--- src/rtl/reserved_slot_arbiter.sv ---
// reserved_slot_arbiter
// Single clocked owner of the reserved-parking occupancy bitmap. Entry and exit
// gates share it through a round-robin arbiter; one request is in flight at a
// time (IDLE -> CHECK -> RESP) and every request returns one result code.
module reserved_slot_arbiter #(
    parameter int N = 16,
    parameter int W = $clog2(N + 1)
) (
    input  logic         clk,
    input  logic         rst,
    input  logic         entry_req_valid,
    output logic         entry_req_ready,
    input  logic [W-1:0] entry_flat,
    input  logic         exit_req_valid,
    output logic         exit_req_ready,
    input  logic [W-1:0] exit_flat,
    output logic         rsp_valid,
    input  logic         rsp_ready,
    output logic         rsp_src,
    output logic [W-1:0] rsp_flat,
    output logic [2:0]   rsp_code,
    output logic [N-1:0] occ_map,
    output logic [W-1:0] occ_count,
    output logic         full,
    output logic         empty
);

    localparam logic [2:0] CODE_ENTERED  = 3'd0;
    localparam logic [2:0] CODE_EXITED   = 3'd1;
    localparam logic [2:0] CODE_OCCUPIED = 3'd2;
    localparam logic [2:0] CODE_EMPTY    = 3'd3;
    localparam logic [2:0] CODE_RANGE    = 3'd4;

    typedef enum logic [1:0] {
        ST_IDLE  = 2'd0,
        ST_CHECK = 2'd1,
        ST_RESP  = 2'd2
    } state_t;

    state_t         state_r;
    state_t         next_state_s;
    logic           rr_last_r;      // 1 = exit gate won the last grant
    logic           lat_src_r;
    logic [W-1:0]   lat_flat_r;
    logic           grant_entry_s;
    logic           grant_exit_s;

    logic           rsp_valid_r;
    logic           rsp_src_r;
    logic [W-1:0]   rsp_flat_r;
    logic [2:0]     rsp_code_r;
    logic [N-1:0]   occ_map_r;
    logic [W-1:0]   occ_count_r;
    logic           full_r;
    logic           empty_r;

    logic           in_range_s;
    logic [N-1:0]   mask_s;
    logic           hit_s;
    logic [2:0]     code_s;
    logic [N-1:0]   map_next_s;
    logic [W-1:0]   count_next_s;

    // Next-state and round-robin grant; grants only exist in IDLE outside reset
    always_comb begin
        next_state_s  = state_r;
        grant_entry_s = 1'b0;
        grant_exit_s  = 1'b0;
        case (state_r)
            ST_IDLE: begin
                if (rst) begin
                    next_state_s = ST_IDLE;
                end else if (entry_req_valid && exit_req_valid) begin
                    if (rr_last_r) begin
                        grant_entry_s = 1'b1;
                    end else begin
                        grant_exit_s = 1'b1;
                    end
                    next_state_s = ST_CHECK;
                end else if (entry_req_valid) begin
                    grant_entry_s = 1'b1;
                    next_state_s  = ST_CHECK;
                end else if (exit_req_valid) begin
                    grant_exit_s = 1'b1;
                    next_state_s = ST_CHECK;
                end else begin
                    next_state_s = ST_IDLE;
                end
            end
            ST_CHECK: begin
                next_state_s = ST_RESP;
            end
            ST_RESP: begin
                if (rsp_valid_r && rsp_ready) begin
                    next_state_s = ST_IDLE;
                end else begin
                    next_state_s = ST_RESP;
                end
            end
            default: begin
                next_state_s = ST_IDLE;
            end
        endcase
    end

    // Result code and updated map/count for the latched request
    always_comb begin
        in_range_s   = (lat_flat_r != {W{1'b0}}) && (lat_flat_r <= W'(N));
        mask_s       = {N{1'b0}};
        code_s       = CODE_RANGE;
        map_next_s   = occ_map_r;
        count_next_s = occ_count_r;
        if (in_range_s) begin
            mask_s = {{(N-1){1'b0}}, 1'b1} << (lat_flat_r - W'(1));
        end else begin
            mask_s = {N{1'b0}};
        end
        hit_s = |(occ_map_r & mask_s);
        if (!in_range_s) begin
            code_s = CODE_RANGE;
        end else if (!lat_src_r) begin
            if (hit_s) begin
                code_s = CODE_OCCUPIED;
            end else begin
                code_s       = CODE_ENTERED;
                map_next_s   = occ_map_r | mask_s;
                count_next_s = occ_count_r + W'(1);
            end
        end else begin
            if (hit_s) begin
                code_s       = CODE_EXITED;
                map_next_s   = occ_map_r & ~mask_s;
                count_next_s = occ_count_r - W'(1);
            end else begin
                code_s = CODE_EMPTY;
            end
        end
    end

    // State register
    always_ff @(posedge clk) begin
        if (rst) begin
            state_r <= ST_IDLE;
        end else begin
            state_r <= next_state_s;
        end
    end

    // Request latch, arbitration history, bitmap and response registers
    always_ff @(posedge clk) begin
        if (rst) begin
            rr_last_r   <= 1'b1;
            lat_src_r   <= 1'b0;
            lat_flat_r  <= {W{1'b0}};
            rsp_valid_r <= 1'b0;
            rsp_src_r   <= 1'b0;
            rsp_flat_r  <= {W{1'b0}};
            rsp_code_r  <= 3'd0;
            occ_map_r   <= {N{1'b0}};
            occ_count_r <= {W{1'b0}};
            full_r      <= 1'b0;
            empty_r     <= 1'b1;
        end else begin
            if (grant_entry_s) begin
                lat_src_r  <= 1'b0;
                lat_flat_r <= entry_flat;
                rr_last_r  <= 1'b0;
            end else if (grant_exit_s) begin
                lat_src_r  <= 1'b1;
                lat_flat_r <= exit_flat;
                rr_last_r  <= 1'b1;
            end else begin
                lat_src_r  <= lat_src_r;
                lat_flat_r <= lat_flat_r;
                rr_last_r  <= rr_last_r;
            end
            if (state_r == ST_CHECK) begin
                occ_map_r   <= map_next_s;
                occ_count_r <= count_next_s;
                full_r      <= (count_next_s == W'(N));
                empty_r     <= (count_next_s == {W{1'b0}});
                rsp_valid_r <= 1'b1;
                rsp_src_r   <= lat_src_r;
                rsp_flat_r  <= lat_flat_r;
                rsp_code_r  <= code_s;
            end else if (rsp_valid_r && rsp_ready) begin
                rsp_valid_r <= 1'b0;
            end else begin
                rsp_valid_r <= rsp_valid_r;
            end
        end
    end

    assign entry_req_ready = grant_entry_s;
    assign exit_req_ready  = grant_exit_s;
    assign rsp_valid       = rsp_valid_r;
    assign rsp_src         = rsp_src_r;
    assign rsp_flat        = rsp_flat_r;
    assign rsp_code        = rsp_code_r;
    assign occ_map         = occ_map_r;
    assign occ_count       = occ_count_r;
    assign full            = full_r;
    assign empty           = empty_r;

endmodule

--- config.mk ---
export PLATFORM = sky130hd
export DESIGN_NAME = reserved_slot_arbiter
export DESIGN_NICKNAME = d
export VERILOG_FILES = /design/src/rtl/reserved_slot_arbiter.sv
export SDC_FILE = /design/constraint.sdc
export NUM_CORES = 1
export LEC_CHECK = 0
export CAP_MARGIN = 20
export CELL_PAD_IN_SITES_DETAIL_PLACEMENT = 1
export CELL_PAD_IN_SITES_GLOBAL_PLACEMENT = 1
export CORE_ASPECT_RATIO = 0.6
export CORE_MARGIN = 2
export CORE_UTILIZATION = 25
export CTS_CLUSTER_SIZE = 30
export DETAILED_ROUTE_END_ITERATION = 7
export PLACE_DENSITY = 0.55
export RECOVER_POWER = 100
export REMOVE_ABC_BUFFERS = 1
export SKIP_LAST_GASP = 1
export SLEW_MARGIN = 20
export SYNTH_ARGS = -nofsm -noshare
export SYNTH_HDL_FRONTEND = slang
export SYNTH_SLANG_ARGS = --single-unit
--- constraint.sdc ---
create_clock -name clk -period 7.4 [get_ports clk]
set_input_delay 1.11 -clock clk [delete_from_list [all_inputs] [get_ports clk]]
set_output_delay 1.11 -clock clk [all_outputs]
set_load 0.01 [all_outputs]
* Word level (Yosys, flattened, before mapping)
Index checks and enable logic that the tools add are counted.
** Operators by class
- Add/sub/neg operators :: 3
- Multiply operators :: 0
- Div/mod/pow operators :: 0
- Order comparisons :: 1
- Eq/ne operators :: 5
- Shifts and indexed selects :: 1
- Mux-type cells :: 34
- Bitwise gates (word level) :: 4
- Reductions and logical operators :: 11
** Operator list (number)
- 2-to-1 mux 16 bit :: 4
- bitwise AND 16 bit :: 2
- 2-to-1 mux 5 bit :: 6
- 2-to-1 mux 1 bit :: 18
- inverter 16 bit :: 1
- bitwise OR 16 bit :: 1
- OR reduction 16 bit :: 1
- left shift 1 x 5 -> 16 bit (first input constant) :: 1
- subtractor 5 x 1 -> 5 bit (second input constant) :: 2
- 2-to-1 mux 2 bit :: 3
- 2-to-1 mux 3 bit :: 2
- one-hot mux 2 bit (3 select lines) :: 1
- adder 5 x 1 -> 5 bit (second input constant) :: 1
- equality test 5 bit (second input constant) :: 1
- less-or-equal comparator 5 bit (second input constant) :: 1
- logical NOT 5 bit :: 1
- nonzero test 5 bit :: 1
- AND reduction 4 bit :: 1
- nonzero test 2 bit :: 2
- logical AND 1 bit :: 3
- equality test 2 x 1 -> 1 bit (second input constant) :: 1
- equality test 2 bit (second input constant) :: 1
- logical NOT 2 bit :: 1
- inequality test 2 x 1 -> 1 bit (second input constant) :: 1
- other kinds (2) :: 2
** Storage, ports and cells
- Bits in registers :: 42
- Bits in latches :: 0
- Memory bits (writable) :: 0
- ROM bits :: 0
- Output and inout bits :: 35
- Word-level logic and storage cells :: 71
- Memories :: 0

* Longest topological paths before layout
- Word-level depth :: 9
- Gate-level depth with buffers :: 9
- Mapped depth without buffers :: 7

* Worst setup path after synthesis
No wires, ideal clock.
- Path kind :: input port to output port
- From :: input port rst
- To :: output port entry_req_ready
- Arrival :: 1.812 ns
- Setup slack :: 4.478 ns
- Cell stages on the path :: 3
- Path buffers :: 1
- Cells stage by stage :: nor3_1 -> and3_1 -> clkbuf_1
** On the way
- Cells in the longest elaborated chain, start to end :: 2
** Ends and longest elaborated chain
- start, declared :: RTL line 10 : input logic rst,
- 2-to-1 mux 1 bit :: RTL line 71 : if (rst) begin
- 2-to-1 mux 1 bit :: RTL line 69 : case (state_r)
- end, declared :: RTL line 12 : output logic entry_req_ready,
Every way passes these cells.

* Worst setup path after layout
Ends and elaborated chain as after synthesis.

==> summary.md <==
| Metric | Value |
|---|---|
| Status | finished with violations |
| Violated checks | max-capacitance violations, max-slew violations |
| Final Cycle Share | 72.11% |
| Critical path arrival | 4.23 ns |
| Max Slew Vio Count | 67 |
| Clk_skew | 0.002786 ns |
| Power Dens Cells | 202.6 nW/um^2 |
| RSZ-0062 raised after global routing | false |
| Final WL | 6967 um |
| Initial antenna violation count | 0 |
| Final setup violation count | 0 |
| Pin count of the biggest net entering global routing | 45 |
| Total core area | 9087 um^2 |
| Crit. End Element | output pin |
| Cts hold-fix bufs | 0 |
| Resized cells post-CTS | 0 |
| CP max FO | 44 |
| DIE AREA | 10090 um^2 |
| Number of flops mapped to enable cells by yosys | 0 |
| Slowest cell on the critical path | clkbuf_1 |
| Clock Tree Buf Depth | 2 |
| Combinational power share | 17.4% |
| Cell area after synthesis | 2320 um^2 |
| Top cell type's share of synthesized area | 36.25% |
| Distinct cells, synth | 54 |
| First-pass GRT wire length | 11400 um |
| Share of the yosys chip area belonging to registers | 36.25% |
| Leading area contributor after synthesis | dfxtp_1 |
| Area grow syn2layout | 29.99% |
| Max-cap violations | 2 |
| Worst IR Drop VDD | 0.00007218 V |
| Sequential share of power | 41.7% |
| Post-synthesis register bit count | 42 |
| Ys flop type | dfxtp_1 |
| Worst endpoint required time | 6.29 ns |
| Num CTS Buffers | 5 |
| CTS tree | yes |
| Fmax | 187.4 MHz |
| Cell Int Power | 439.2 uW |
| H-tree depth | 2 |
| I/O Buffers | 49 |
| Post-DRT Antenna Nets | 0 |
| Fraction of registers with async set/reset | 0% |
| CP most frequent cell | dlygate4sd3_1 |
| Total number of vias | 2097 |
| Final-stage net count | 323 |
| Hold Violations, Final | 0 |
| Chip Width | 128.4 um |
| Max incr delay on CP | 1.34 ns |
| Reg clk slew, reported paths | 0.06 ns |
| Max_slew headroom | -26.08% |
| Sw frac | 28.12% |
| Most numerous cell in the Yosys netlist | dfxtp_1 |
| Layout cells sized above 1 | 6.515% |
| Via density | 4.957 |
| Wire per inst | 16.47 um |
| # IOs | 50 |
| Synth top area cells | dfxtp_1, mux2i_1, nand2_1 |
| Clock latency on the worst-skew pair | 0.29 ns |
| GRT Total Usage | 14.51% |
| Leakage | 1.043 nW |
| Die Span Y | 78.62 um |
| DRC | 0 |
| Min-Delay Path Class | flip-flop to flip-flop |
| Clock Power Share | 41.0% |
| WS Path Type | input pin to output pin |
| Post-Syn Instances | 267 |
| Psw | 171.8 uW |
| TNS Setup | 0 ns |
| Starting density of the core | 25.53% |
| Least-Margin Pin Slew | 1.891 ns |
| ANT cells | 0 |
| Top cells by count, synth | dfxtp_1, nand2_1, mux2i_1, a21oi_1, nand2b_1 |
| 1st-iter DRT viols | 104 |
| Setup Fix Bufs, Post-CTS | 0 |
| Tmin final | 5.336 ns |
| Cell Rows | 27 |
| Critical Path, Cell by Cell | dlygate4sd3_1, clkbuf_1, nor3_1, and3_1, dlygate4sd3_1 |
| Ys Warns | 0 |
| Util after Layout | 33.18% |
| Largest delay share family, worst path | buffers and inverters |
| Post-detail-place hpwl | 4973 um |
| Root Driver | clkbuf_16 |
| Sinks on Clock Net | 42 |
| Crit path launch type | input pin |
| Vias in the first global route | 2145 |
| Placer Congestion | 0.8233 |
| GR Overflow Total | 0 |
| Mapped Avg Cell Area | 8.688 um^2 |
| Crit path buf inv count | 3 |
| Drt pass-1 iters | 4 |
==> cell families (layout without fill, tap and decap cells) <==
group	Yosys count	after routing	share of synthesized area, %
simple gates	117	117	27.83
xor+xnor	9	9	3.398
flops	42	42	36.25
compound gates	50	50	15.64
fa+ha+maj	2	2	1.079
buf+inv	23	63	4.908
mux	24	24	10.90
==> worst paths after layout <==
check | from | to | slack (ns) | depth (start not counted)
setup / recovery | rst | entry_req_ready | 2.06 | 5
setup reg to reg | lat_flat_r[1] | flip-flop | 3.84 | 7
hold / removal | rsp_flat[1] | rsp_flat[1] | 0.46 | 2
hold reg to reg | rsp_flat[1] | rsp_flat[1] | 0.46 | 2
==> power by group through the flow <==
stage	registers (mW)	clock network, mW	logic [mW]
floorplan	0.256	0	0.0636
global placement	0.260	0	0.108
detailed placement	0.260	0	0.109
CTS	0.255	0.258	0.110
global route	0.257	0.266	0.118
finish	0.255	0.250	0.106
==> per-layer routing <==
metal	GRT usage (%)	share of wire [%]	vias to the layer above
met2	18.99	37	57
met1	22.78	56	990
met5	0	0	-
met3	3.476	5.6	8
met4	3.956	1.1	0
li1	-	-	1042
==> cells in the final DEF, fill, tap and decap left out, types with 3 or more instances in the layout <==
master	n
xor2_1	4
o21ai_0	3
or3_1	3
dfxtp_1	42
a21oi_1	19
nor3_1	5
o31ai_1	3
nand3b_1	5
o21a_1	3
nor2_1	17
clkdlybuf4s50_1	13
inv_1	5
nand3_1	3
nand2_1	32
a211oi_1	6
clkbuf_16	5
xnor2_1	5
mux2i_1	23
nor4_1	16
nand2b_1	19
or4_1	3
dlygate4sd3_1	36
==> worst register-to-register path, cell delays in order, from the launching register on <==
cell,delay (ns)
dfxtp_1,0.57
mux4_2,0.56
nor2b_1,0.17
o41a_4,0.53
nor2_1,0.30
xnor2_1,0.52
or4_1,0.67
a21oi_1,0.14
==> stage by stage <==
step           total power, mW  cell area, um^2  setup slack (ns)  std cells  hold WS [ns]
2_1_floorplan           0.3193             2225             4.546        249        0.4492
3_3_place_gp            0.3686             2875             3.210        415        0.4553
3_5_place_dp            0.3693             2875             3.172        415        0.4550
4_1_cts                 0.6232             3042             3.174        423        0.4665
5_1_grt                 0.6413             3015             1.786        423        0.4963
6_report                0.6110             3015             2.064        423        0.4601
==> cell type report <==
cell class	count	area, um^2
multi-input cells	202	1350
inverters	5	18.77
clock buffers	6	128.9
repair buffers	50	494.2
flip-flops and latches	42	840.8
fillers	1049	6072
clock inverters	2	37.54
well taps	116	145.1
Note: power is estimated with default switching activity, not from simulation.
